`src/rtl/e2prom_sched_pkg.sv`:
```
// Shared types and constants for the EEPROM button scheduler.
// Timeout watchdog enabled by E2PROM_BTN_SCHED_TIMEOUT_EN.
package e2prom_sched_pkg;

  typedef enum logic [1:0] {
    IDLE = 2'd0,
    REQ  = 2'd1,
    WAIT = 2'd2,
    DONE = 2'd3
  } sched_state_t;

  localparam logic RW_READ  = 1'b1;
  localparam logic RW_WRITE = 1'b0;

  localparam int DEF_TIMEOUT_CYC = 100000;

endpackage

```
`src/rtl/e2prom_req_latch.sv`:
```
// Pending-command flag for one button pulse.
// Set has priority over clear so a press is never lost.
module e2prom_req_latch
(
  input  logic i_Clock10MHz,
  input  logic i_Rst_n,
  input  logic i_Set,
  input  logic i_Clr,
  output logic o_Pend
);

  logic r_Pend;

  always_ff @(posedge i_Clock10MHz or negedge i_Rst_n) begin
    if (!i_Rst_n) begin
      r_Pend <= 1'b0;
    end else if (i_Set) begin
      r_Pend <= 1'b1;
    end else if (i_Clr) begin
      r_Pend <= 1'b0;
    end
  end

  assign o_Pend = r_Pend;

endmodule

```
`src/rtl/e2prom_btn_sched.sv`:
```
// Button-command scheduler in front of the I2C EEPROM master.
// Optional watchdog: define E2PROM_BTN_SCHED_TIMEOUT_EN.
module e2prom_btn_sched
  import e2prom_sched_pkg::*;
#(
  parameter int ADDR_W      = 8,
  parameter int DATA_W      = 8,
  parameter int TIMEOUT_CYC = DEF_TIMEOUT_CYC
)
(
  input  logic              i_Clock10MHz,
  input  logic              i_Rst_n,
  input  logic              i_Wr_Pulse,
  input  logic              i_Rd_Pulse,
  input  logic              i_Inc_Pulse,
  output logic              o_Req,
  output logic              o_Rw,
  output logic [ADDR_W-1:0] o_Addr,
  output logic [DATA_W-1:0] o_Wdata,
  input  logic              i_Ack,
  input  logic              i_Done,
  input  logic              i_Err,
  input  logic [DATA_W-1:0] i_Rdata,
  output logic [DATA_W-1:0] o_Rdata,
  output logic              o_Busy,
  output logic              o_Done,
  output logic              o_Err
);

  if (TIMEOUT_CYC < 2) begin : g_bad_tmo
    $error("TIMEOUT_CYC must be at least 2");
  end

  sched_state_t r_State;
  sched_state_t w_Next;

  logic [ADDR_W-1:0] r_Addr;
  logic [DATA_W-1:0] r_Wdata;
  logic [DATA_W-1:0] r_Rdata;
  logic              r_Rw;
  logic              r_Err;

  logic w_Pend_Wr;
  logic w_Pend_Rd;
  logic w_Pend_Inc;
  logic w_Clr_Wr;
  logic w_Clr_Rd;
  logic w_Clr_Inc;
  logic w_Load_Rw;
  logic w_Rw_Val;
  logic w_Ok;
  logic w_Fail;
  logic w_Tmo;

  e2prom_req_latch u_wr (
    .i_Clock10MHz (i_Clock10MHz),
    .i_Rst_n      (i_Rst_n),
    .i_Set        (i_Wr_Pulse),
    .i_Clr        (w_Clr_Wr),
    .o_Pend       (w_Pend_Wr)
  );

  e2prom_req_latch u_rd (
    .i_Clock10MHz (i_Clock10MHz),
    .i_Rst_n      (i_Rst_n),
    .i_Set        (i_Rd_Pulse),
    .i_Clr        (w_Clr_Rd),
    .o_Pend       (w_Pend_Rd)
  );

  e2prom_req_latch u_inc (
    .i_Clock10MHz (i_Clock10MHz),
    .i_Rst_n      (i_Rst_n),
    .i_Set        (i_Inc_Pulse),
    .i_Clr        (w_Clr_Inc),
    .o_Pend       (w_Pend_Inc)
  );

`ifdef E2PROM_BTN_SCHED_TIMEOUT_EN
  localparam int CNT_W = $clog2(TIMEOUT_CYC + 1);

  logic [CNT_W-1:0] r_Tmo_Cnt;

  always_ff @(posedge i_Clock10MHz or negedge i_Rst_n) begin
    if (!i_Rst_n) begin
      r_Tmo_Cnt <= '0;
    end else if (w_Load_Rw) begin
      r_Tmo_Cnt <= '0;
    end else if (r_State == REQ || r_State == WAIT) begin
      r_Tmo_Cnt <= r_Tmo_Cnt + CNT_W'(1);
    end
  end

  assign w_Tmo = (r_Tmo_Cnt == CNT_W'(TIMEOUT_CYC - 1));
`else
  assign w_Tmo = 1'b0;
`endif

  always_ff @(posedge i_Clock10MHz or negedge i_Rst_n) begin
    if (!i_Rst_n) begin
      r_State <= IDLE;
    end else begin
      r_State <= w_Next;
    end
  end

  // Increment beats write beats read; only one grant per cycle.
  always_comb begin
    w_Next    = r_State;
    w_Clr_Wr  = 1'b0;
    w_Clr_Rd  = 1'b0;
    w_Clr_Inc = 1'b0;
    w_Load_Rw = 1'b0;
    w_Rw_Val  = RW_WRITE;
    w_Ok      = 1'b0;
    w_Fail    = 1'b0;
    unique case (r_State)
      IDLE: begin
        if (w_Pend_Inc) begin
          w_Clr_Inc = 1'b1;
        end else if (w_Pend_Wr) begin
          w_Clr_Wr  = 1'b1;
          w_Load_Rw = 1'b1;
          w_Rw_Val  = RW_WRITE;
          w_Next    = REQ;
        end else if (w_Pend_Rd) begin
          w_Clr_Rd  = 1'b1;
          w_Load_Rw = 1'b1;
          w_Rw_Val  = RW_READ;
          w_Next    = REQ;
        end
      end
      REQ: begin
        if (i_Ack) begin
          w_Next = WAIT;
        end else if (w_Tmo) begin
          w_Fail = 1'b1;
          w_Next = DONE;
        end
      end
      WAIT: begin
        if (i_Done) begin
          w_Ok   = !i_Err;
          w_Fail = i_Err;
          w_Next = DONE;
        end else if (w_Tmo) begin
          w_Fail = 1'b1;
          w_Next = DONE;
        end
      end
      DONE: begin
        w_Next = IDLE;
      end
      default: begin
        w_Next = IDLE;
      end
    endcase
  end

  always_ff @(posedge i_Clock10MHz or negedge i_Rst_n) begin
    if (!i_Rst_n) begin
      r_Addr  <= '0;
      r_Wdata <= '0;
      r_Rdata <= '0;
      r_Rw    <= RW_WRITE;
      r_Err   <= 1'b0;
    end else begin
      if (w_Clr_Inc) begin
        r_Addr <= r_Addr + ADDR_W'(1);
      end
      if (w_Load_Rw) begin
        r_Rw <= w_Rw_Val;
      end
      if (w_Ok) begin
        if (r_Rw == RW_READ) begin
          r_Rdata <= i_Rdata;
        end else begin
          r_Wdata <= r_Wdata + DATA_W'(1);
        end
        r_Err <= 1'b0;
      end
      if (w_Fail) begin
        r_Err <= 1'b1;
      end
    end
  end

  assign o_Req   = (r_State == REQ);
  assign o_Busy  = (r_State != IDLE);
  assign o_Done  = (r_State == DONE);
  assign o_Rw    = r_Rw;
  assign o_Addr  = r_Addr;
  assign o_Wdata = r_Wdata;
  assign o_Rdata = r_Rdata;
  assign o_Err   = r_Err;

endmodule

```
`config.mk`:
```
export PLATFORM = sky130hd
export DESIGN_NAME = e2prom_btn_sched
export DESIGN_NICKNAME = d
export VERILOG_FILES = /design/src/rtl/e2prom_sched_pkg.sv /design/src/rtl/e2prom_req_latch.sv /design/src/rtl/e2prom_btn_sched.sv
export SDC_FILE = /design/constraint.sdc
export NUM_CORES = 1
export LEC_CHECK = 0
export BUFFER_PORTS_ARGS = -buffer_cell sky130_fd_sc_hd__buf_4
export CORE_ASPECT_RATIO = 1.4
export CORE_UTILIZATION = 35
export CTS_CLUSTER_SIZE = 40
export DETAILED_ROUTE_END_ITERATION = 6
export PLACE_DENSITY = 0.69
export RECOVER_POWER = 25
export SYNTH_ARGS = -nofsm -noshare
export SYNTH_HDL_FRONTEND = slang
export SYNTH_SLANG_ARGS = --single-unit
```
`constraint.sdc`:
```
create_clock -name i_Clock10MHz -period 2.6 [get_ports i_Clock10MHz]
set_input_delay 0 -clock i_Clock10MHz [delete_from_list [all_inputs] [get_ports i_Clock10MHz]]
set_output_delay 0 -clock i_Clock10MHz [all_outputs]
set_load 0.05 [all_outputs]
```
==> results.rst, run 1 <==
.. list-table::
   :header-rows: 1

   * - Metric
     - Value
   * - Number of nets with antenna violations after routing
     - 0
   * - Path category of the worst min-delay check
     - in2reg
   * - Number of different library cells in the post-synthesis netlist
     - 23
   * - Number of max-cap violations
     - 1
   * - Routability cong.
     - 0.688
   * - Internal power
     - 1.30 mW
   * - FF+latch count, synth
     - 31
   * - Final #Nets
     - 198
   * - Cells after Synth
     - 111
   * - Detail-routed net length per standard cell
     - 13.3 um
   * - Clock latency on the worst-skew pair
     - 0.28 ns
   * - Pins Over Slew Limit
     - 32
   * - Switching share of power
     - 47.8%
   * - Count of input and output buffers
     - 44
   * - Clock share of power
     - 14.2%
   * - Synthesized net count
     - 134
   * - Net switching power
     - 1.19 mW
   * - Period utilisation layout
     - 67.4%
   * - Worst path setup slack after routing
     - 0.848 ns
   * - Root cell of the clock tree
     - sky130_fd_sc_hd__clkbuf_8
   * - First-pass GRT wire length
     - 4910 um
   * - Hold violation count in the final report
     - 0
   * - Required time at the endpoint of the critical path
     - 2.76 ns
   * - Share of layout cells above drive strength 1
     - 34.7%
   * - Top Ports
     - 45
   * - Number of rows in the core area
     - 26
   * - Worst Tran Pin Value
     - 1.67 ns
   * - Post-route DRC violation count
     - 0
   * - Unrepaired setup endpoints after global routing
     - no
   * - Leakage component of the power
     - 0.962 nW
   * - Sequential share of the synthesized area
     - 56.7%
   * - Synthesis warning total
     - 0
   * - Cell area after synthesis
     - 0.00137 mm^2
   * - WHS
     - 0.0973 ns
   * - Total core area
     - 0.00371 mm^2
   * - Clock tree sinks
     - 31
   * - Number of DRC violations after detailed-routing iteration 0
     - 24
   * - Total CTS buffers
     - 5
   * - Portion of total power attributed to sequential cells
     - 32.7%
   * - Peak VDD IR
     - 842 uV
   * - Category of the worst setup path launch point
     - register
   * - Worst slack at placement
     - 0.823 ns
   * - Final setup vio count
     - 0
   * - Die area
     - 0.00416 mm^2
   * - Final critical delay including setup and external delays
     - 1.75 ns
   * - Post-CTS repair timing setup buffer count
     - 0
   * - Iteration count of the initial detailed-routing pass
     - 4
   * - Number of H-tree levels
     - 2
   * - Post-route cell area
     - 0.00196 mm^2
   * - Pin count of the biggest net entering global routing
     - 32
   * - Mean area per synthesized cell
     - 12.3 um^2
   * - Maximum net fanout on the critical path
     - 8
   * - Via count of the first global-routing pass
     - 1109
   * - Total cell area at the placement stage
     - 0.00175 mm^2
   * - Routed vias/inst
     - 4.83
   * - Violated checks
     - max-capacitance violations, max-slew violations
   * - Final worst clock skew
     - 0.00542 ns
   * - Critical Path AT
     - 1.91 ns
   * - CTS tree
     - yes
   * - Grt total ovfl
     - 0
   * - Placed wire-length estimate
     - 2150 um
   * - Die W
     - 54.8 um
   * - Setup TNS
     - 0 ns
   * - Layout overhead on the synthesized area
     - 43.2%
   * - Effective utilization at floorplan
     - 36.9%
   * - Total routing resource utilization after global routing
     - 16.3%
   * - Run status
     - complete, but fails checks
   * - Worst rel slew slack
     - -11.6%
   * - Clock transition at the registers of the reported paths
     - 0.06 ns
   * - Initial antenna violation count
     - 0
   * - Maximum count of clock buffers along a single path
     - 2
   * - Number of diodes
     - 0
   * - Total number of vias
     - 1052
   * - Fmax
     - 0.571 GHz
   * - Kind of end point of the critical path
     - register
   * - Total detailed-routing wirelength
     - 2910 um
   * - Comb power frac
     - 53.1%
   * - WS Path Type
     - reg2reg
   * - Height of the chip
     - 76.0 um
   * - Cell Pwr Density
     - 1270 mW/mm^2
[layer usage]
layer	GRT usage (%)	part of all wire (%)
met1	16.9	37
met2	28.7	57
met3	5.42	4.4
met4	5.38	1.2
met5	0	0
[power by group through the flow]
stage	registers, mW	logic (mW)	clock network (mW)
final	0.812	1.32	0.354
after floorplan	1.28	0.449	0
after global routing	0.839	1.39	0.390
after global placement	0.805	1.28	0
after detailed placement	0.818	1.32	0
after CTS	0.812	1.33	0.368
[cell usage in the layout (no fill, tap or decap)]
cell type / Yosys / layout
sky130_fd_sc_hd__o21bai_1: 1 / 1
sky130_fd_sc_hd__xor2_1: 6 / 6
sky130_fd_sc_hd__nand4bb_1: 1 / 1
sky130_fd_sc_hd__clkinv_2: 0 / 1
sky130_fd_sc_hd__dlygate4sd3_1: 0 / 13
sky130_fd_sc_hd__nor4_1: 2 / 2
sky130_fd_sc_hd__a222oi_1: 1 / 1
sky130_fd_sc_hd__ha_1: 7 / 7
sky130_fd_sc_hd__nor3_1: 3 / 3
sky130_fd_sc_hd__dfrtp_1: 31 / 31
sky130_fd_sc_hd__a21oi_1: 2 / 2
sky130_fd_sc_hd__clkbuf_8: 0 / 5
sky130_fd_sc_hd__nand4b_1: 1 / 1
sky130_fd_sc_hd__nand2b_1: 2 / 2
sky130_fd_sc_hd__nor2b_1: 1 / 1
sky130_fd_sc_hd__mux2i_1: 1 / 1
sky130_fd_sc_hd__xnor2_1: 8 / 8
sky130_fd_sc_hd__nand3_1: 4 / 4
sky130_fd_sc_hd__mux2_2: 11 / 11
sky130_fd_sc_hd__and4bb_2: 1 / 1
sky130_fd_sc_hd__nand4_1: 3 / 3
sky130_fd_sc_hd__a21o_1: 2 / 2
sky130_fd_sc_hd__nor2_1: 4 / 4
sky130_fd_sc_hd__clkbuf_1: 0 / 3
sky130_fd_sc_hd__inv_1: 7 / 7
sky130_fd_sc_hd__o21ai_0: 1 / 1
sky130_fd_sc_hd__nand2_1: 11 / 11
sky130_fd_sc_hd__buf_4: 0 / 43
[sequential cells by signal (all words and copies together), names as in the netlist]
register and flops:
o_Addr 8, o_Rdata 8, o_Wdata 8, r_State 2, o_Err 1, o_Rw 1
u_inc.o_Pend 1, u_rd.o_Pend 1, u_wr.o_Pend 1
[area by class of cell]
class	count	area, um^2
Clock inverter	1	5.00
Timing Repair Buffer	57	457
Inverter	7	26.3
Multi-Input combinational cell	73	566
Clock buffer	7	76.3
Tap cell	42	52.6
Sequential cell	31	776
Fill cell	353	1750
[synth_stat cells]
cell	instances	area (um^2)
sky130_fd_sc_hd__nor4_1	2	12.5
sky130_fd_sc_hd__xnor2_1	8	70.1
sky130_fd_sc_hd__mux2_2	11	124
sky130_fd_sc_hd__o21bai_1	1	7.51
sky130_fd_sc_hd__nand4b_1	1	8.76
sky130_fd_sc_hd__nor2b_1	1	6.26
sky130_fd_sc_hd__a21o_1	2	15.0
sky130_fd_sc_hd__a222oi_1	1	10.0
sky130_fd_sc_hd__nand4bb_1	1	11.3
sky130_fd_sc_hd__nor2_1	4	15.0
sky130_fd_sc_hd__nand4_1	3	18.8
sky130_fd_sc_hd__mux2i_1	1	10.0
sky130_fd_sc_hd__xor2_1	6	52.6
sky130_fd_sc_hd__inv_1	7	26.3
sky130_fd_sc_hd__ha_1	7	87.6
sky130_fd_sc_hd__nand2_1	11	41.3
sky130_fd_sc_hd__nand3_1	4	20.0
sky130_fd_sc_hd__o21ai_0	1	5.00
sky130_fd_sc_hd__dfrtp_1	31	776
sky130_fd_sc_hd__nor3_1	3	15.0
sky130_fd_sc_hd__nand2b_1	2	12.5
sky130_fd_sc_hd__a21oi_1	2	10.0
sky130_fd_sc_hd__and4bb_2	1	12.5
[critical path, stage by stage (launching register included)]
cell                       delay [ns]
sky130_fd_sc_hd__dfrtp_1         0.40
sky130_fd_sc_hd__inv_1           0.14
sky130_fd_sc_hd__ha_1            0.26
sky130_fd_sc_hd__nand4b_1        0.41
sky130_fd_sc_hd__mux2_2          0.42
[cells by family (layout without fill, tap and decap cells)]
family          Yosys count  count (layout)  synth area share (%)
simple gates             33              33                  12.7
flops                    31              31                  56.7
xor+xnor                 14              14                  8.97
mux                      12              12                  9.79
fa+ha+maj                 7               7                  6.40
compound gates            7               7                  3.48
buf+inv                   7              72                  1.92
[worst paths after layout]
path	slack, ns	depth (start not counted)	endpoint	startpoint
min in group asynchronous	0.69	2	o_Addr[5]	i_Rst_n
worst max-delay path	0.85	4	o_Rdata[0]	r_State[0]
max in group asynchronous	0.94	2	r_State[1]	i_Rst_n
worst max register to register	0.85	4	o_Rdata[0]	r_State[0]
worst min register to register	0.49	1	o_Addr[7]	o_Addr[7]
worst min-delay path	0.1	3	o_Err	i_Done
[timing repair]
| action | 4_1_cts | 5_1_grt |
|---|---|---|
| hold endpoints to repair | 43 | 0 |
| endpoints found under the setup margin | 0 | 0 |
| hold buffers | 13 | 0 |
| gates resized for setup | 0 | 0 |
[per-stage QoR]
stage | cells | util (%) | total power, mW
finish | 218 | 52.8 | 2.48
global route | 218 | 52.8 | 2.62
CTS | 218 | 52.9 | 2.51
detailed placement | 197 | 47.2 | 2.13
global placement | 197 | 47.2 | 2.08
floorplan | 111 | - | 1.73
No activity file was read; power rests on OpenSTA's default activity.
==> inputs of run 2 (changes only) <==
--- a/config.mk
+++ b/config.mk
@@ -10,7 +10,7 @@
 export CORE_UTILIZATION = 35
 export CTS_CLUSTER_SIZE = 40
 export DETAILED_ROUTE_END_ITERATION = 6
-export PLACE_DENSITY = 0.69
+export PLACE_DENSITY = 0.71
 export RECOVER_POWER = 25
 export SYNTH_ARGS = -nofsm -noshare
 export SYNTH_HDL_FRONTEND = slang
==> constraint.sdc (replaced) <==
create_clock -name i_Clock10MHz -period 1.5 [get_ports i_Clock10MHz]
set_input_delay 0 -clock i_Clock10MHz [delete_from_list [all_inputs] [get_ports i_Clock10MHz]]
set_output_delay 0 -clock i_Clock10MHz [all_outputs]
set_load 0.05 [all_outputs]
==> run 2 against run 1 <==
  * First-iteration DRC count decreased by 21%
  * Setup slack got worse by 0.97 ns
  * Clock power rose by 92%
  * Clock skew about the same
  * Highest routed layer unchanged
  * Fmax increased by 7.8%
  * Total power is 92% higher
  * The flow finishes with violations (negative setup slack)
==> results.rst, run 2 (same netlist as run 1, synthesis figures left out) <==
.. list-table::
   :header-rows: 1

   * - Metric
     - Value
   * - Run status
     - complete, but fails checks (unchanged)
   * - Violated checks
     - negative setup slack (was max-capacitance violations, max-slew violations)
   * - Share of the core filled with cells
     - 57.9% (was 52.8%)
   * - Maximum net fanout on the critical path
     - 2 (was 8)
   * - Unrepaired setup endpoints after global routing
     - yes (was no)
   * - Count of input and output buffers
     - 44 (unchanged)
   * - Switching share of power
     - 46.3% (was 47.8%)
   * - Effective utilization at floorplan
     - 36.9% (unchanged)
   * - Final critical delay including setup and external delays
     - 1.63 ns (was 1.75 ns)
   * - Number of rows in the core area
     - 26 (unchanged)
   * - Top Ports
     - 45 (unchanged)
   * - Final #Nets
     - 213 (was 198)
   * - Routability cong.
     - 0.720 (was 0.688)
   * - WS Path Type
     - reg2reg (unchanged)
   * - Number of DRC violations after detailed-routing iteration 0
     - 19 (was 24)
   * - Number of diodes
     - 0 (unchanged)
   * - Cell at the slowest stage of the critical path
     - sky130_fd_sc_hd__dfrtp_1 (was sky130_fd_sc_hd__mux2_2)
   * - Filler Cell Count
     - 305 (was 353)
   * - Routed vias/inst
     - 4.88 (was 4.83)
   * - Kind of end point of the critical path
     - register (unchanged)
   * - Category of the worst setup path launch point
     - register (unchanged)
   * - Pin count of the biggest net entering global routing
     - 32 (unchanged)
   * - Leading cell types in the layout, fill and taps excluded
     - 55 x sky130_fd_sc_hd__buf_4, 30 x sky130_fd_sc_hd__dfrtp_1, 13 x sky130_fd_sc_hd__dlygate4sd3_1 (was 43 x sky130_fd_sc_hd__buf_4, 31 x sky130_fd_sc_hd__dfrtp_1, 13 x sky130_fd_sc_hd__dlygate4sd3_1)
   * - Initial antenna violation count
     - 0 (unchanged)
   * - Die area
     - 0.00416 mm^2 (unchanged)
   * - Post-route DRC violation count
     - 0 (unchanged)
   * - Total core area
     - 0.00371 mm^2 (unchanged)
   * - Worst Tran Pin Value
     - 0.758 ns (was 1.67 ns)
   * - Height of the chip
     - 76.0 um (unchanged)
   * - Iteration count of the initial detailed-routing pass
     - 6 (was 4)
   * - Comb power frac
     - 56.4% (was 53.1%)
   * - Total number of vias
     - 1137 (was 1052)
   * - Maximum count of clock buffers along a single path
     - 2 (unchanged)
   * - Final Non-Filler Cells
     - 233 (was 218)
   * - First-pass GRT wire length
     - 4890 um (was 4910 um)
   * - Number of nets with antenna violations after routing
     - 0 (unchanged)
   * - Worst slack at placement
     - -0.135 ns (was 0.823 ns)
   * - Final worst clock skew
     - 0.00505 ns (was 0.00542 ns)
   * - Leading cell type in the layout, fill and taps excluded
     - sky130_fd_sc_hd__buf_4 (unchanged)
   * - Total detailed-routing wirelength
     - 3140 um (was 2910 um)
   * - Clock transition at the registers of the reported paths
     - 0.06 ns (about the same)
   * - Cell count after placement
     - 206 (was 197)
   * - Worst path setup slack after routing
     - -0.126 ns (was 0.848 ns)
   * - Path category of the worst min-delay check
     - in2reg (unchanged)
   * - Clock latency on the worst-skew pair
     - 0.29 ns (was 0.28 ns)
   * - Critical Path AT
     - 1.80 ns (was 1.91 ns)
   * - Period utilisation layout
     - 108% (was 67.4%)
   * - Clock share of power
     - 14.3% (was 14.2%)
   * - Cell family with most CP delay
     - flip-flops (was multiplexers)
   * - Pins Over Slew Limit
     - 0 (was 32)
   * - Total power after layout
     - 4.76 mW (was 2.48 mW)
   * - Detail-routed net length per standard cell
     - 13.5 um (was 13.3 um)
   * - Grt total ovfl
     - 0 (unchanged)
   * - Number of max-cap violations
     - 0 (was 1)
   * - Internal power
     - 2.56 mW (was 1.30 mW)
   * - Share of layout cells above drive strength 1
     - 45.5% (was 34.7%)
   * - Clock tree sinks
     - 31 (unchanged)
   * - WHS
     - 0.0896 ns (was 0.0973 ns)
   * - Layout overhead on the synthesized area
     - 57.1% (was 43.2%)
   * - Crit-path cells
     - buf_6 -> ha_4 -> a222oi_1 -> mux2_2 (was inv_1 -> ha_1 -> nand4b_1 -> mux2_2)
   * - Critical path buffers and inverters
     - 1 (unchanged)
   * - Via count of the first global-routing pass
     - 1156 (was 1109)
   * - Peak VDD IR
     - 1570 uV (was 842 uV)
   * - Placed wire-length estimate
     - 2070 um (was 2150 um)
   * - Die W
     - 54.8 um (unchanged)
   * - Post-route cell area
     - 0.00215 mm^2 (was 0.00196 mm^2)
   * - Final setup vio count
     - 3 (was 0)
   * - Total cell area at the placement stage
     - 0.00185 mm^2 (was 0.00175 mm^2)
   * - Setup TNS
     - -0.228 ns (was 0 ns)
   * - Delay of the slowest cell on the worst path
     - 0.42 ns (about the same)
   * - Total CTS buffers
     - 5 (unchanged)
   * - Leakage component of the power
     - 1.05 nW (was 0.962 nW)
   * - Total area of multi-input combinational cells
     - 611 um^2 (was 566 um^2)
   * - Number of H-tree levels
     - 2 (unchanged)
   * - Fmax
     - 0.615 GHz (was 0.571 GHz)
   * - Required time at the endpoint of the critical path
     - 1.67 ns (was 2.76 ns)
   * - Net switching power
     - 2.20 mW (was 1.19 mW)
   * - Root cell of the clock tree
     - sky130_fd_sc_hd__clkbuf_8 (unchanged)
   * - CTS tree
     - yes (unchanged)
   * - Cell Pwr Density
     - 2220 mW/mm^2 (was 1270 mW/mm^2)
   * - Total routing resource utilization after global routing
     - 16.6% (was 16.3%)
   * - Portion of total power attributed to sequential cells
     - 29.3% (was 32.7%)
   * - Sequential Area
     - 777 um^2 (was 776 um^2)
   * - Worst rel slew slack
     - 49.5% (was -11.6%)
   * - Hold violation count in the final report
     - 0 (unchanged)
-- run 2: cell types whose count changed in the layout (fill, tap and decap cells not counted), moves of 2 or more --
cell                       previous run  this run
sky130_fd_sc_hd__nor4_2               0         2
sky130_fd_sc_hd__ha_1                 7         4
sky130_fd_sc_hd__ha_4                 0         2
sky130_fd_sc_hd__clkbuf_1             3         1
sky130_fd_sc_hd__inv_1                7         5
sky130_fd_sc_hd__buf_6                0         2
sky130_fd_sc_hd__nor4_1               2         0
sky130_fd_sc_hd__inv_2                0         2
sky130_fd_sc_hd__buf_4               43        55
-- run 2: final timing paths --
| path | depth (start not counted) | to | slack [ns] | from |
|---|---|---|---|---|
| max in group asynchronous | 2 | o_Rw | 0.66 | i_Rst_n |
| hold / removal | 3 | o_Err | 0.09 | i_Done |
| min in group asynchronous | 2 | u_wr.o_Pend | 0.31 | i_Rst_n |
| setup / recovery | 4 | r_State[1] | -0.13 | r_State[0] |
| hold reg to reg | 1 | o_Addr[7] | 0.47 | o_Addr[7] |
| setup reg to reg | 4 | r_State[1] | -0.13 | r_State[0] |
-- run 2: routing by layer --
layer / vias up / GRT usage [%] / part of all wire (%)
met3: 10 / 6.43 / 5.9
met4: 0 / 8.21 / 2.4
met1: 541 / 15.3 / 36
met2: 48 / 29.2 / 55
li1: 538 / - / -
met5: - / 0 / 0
-- run 2: cell type report --
class / instances / share of cell area [%]
tap: 42 / 2.45
clock inverter: 1 / 0.233
multi-input combinational: 73 / 28.4
clock buffer: 7 / 4.02
inverter: 7 / 1.22
timing repair buffer: 72 / 27.5
sequential: 31 / 36.2
-- run 2: what timing repair did --
action	CTS	global route
endpoints found under the hold margin	43	0
buffers inserted	4	2
hold buffers	13	0
endpoints found under the setup margin	13	8
pin swaps	2	3
gates resized for setup	2	4
-- run 2: worst min-delay path, cell delays in order --
cell	delay (ns)
sky130_fd_sc_hd__buf_4	0.13
sky130_fd_sc_hd__nand2_1	0.07
sky130_fd_sc_hd__mux2_2	0.15
-- run 2: power by group through the flow --
stage                     Clock, mW  Sequential (mW)  Combinational (mW)
after global placement            0             1.39                2.40
after CTS                     0.703             1.39                2.62
after floorplan                   0             2.24               0.817
final                         0.681             1.40                2.68
after detailed placement          0             1.41                2.47
after global routing          0.732             1.44                2.84
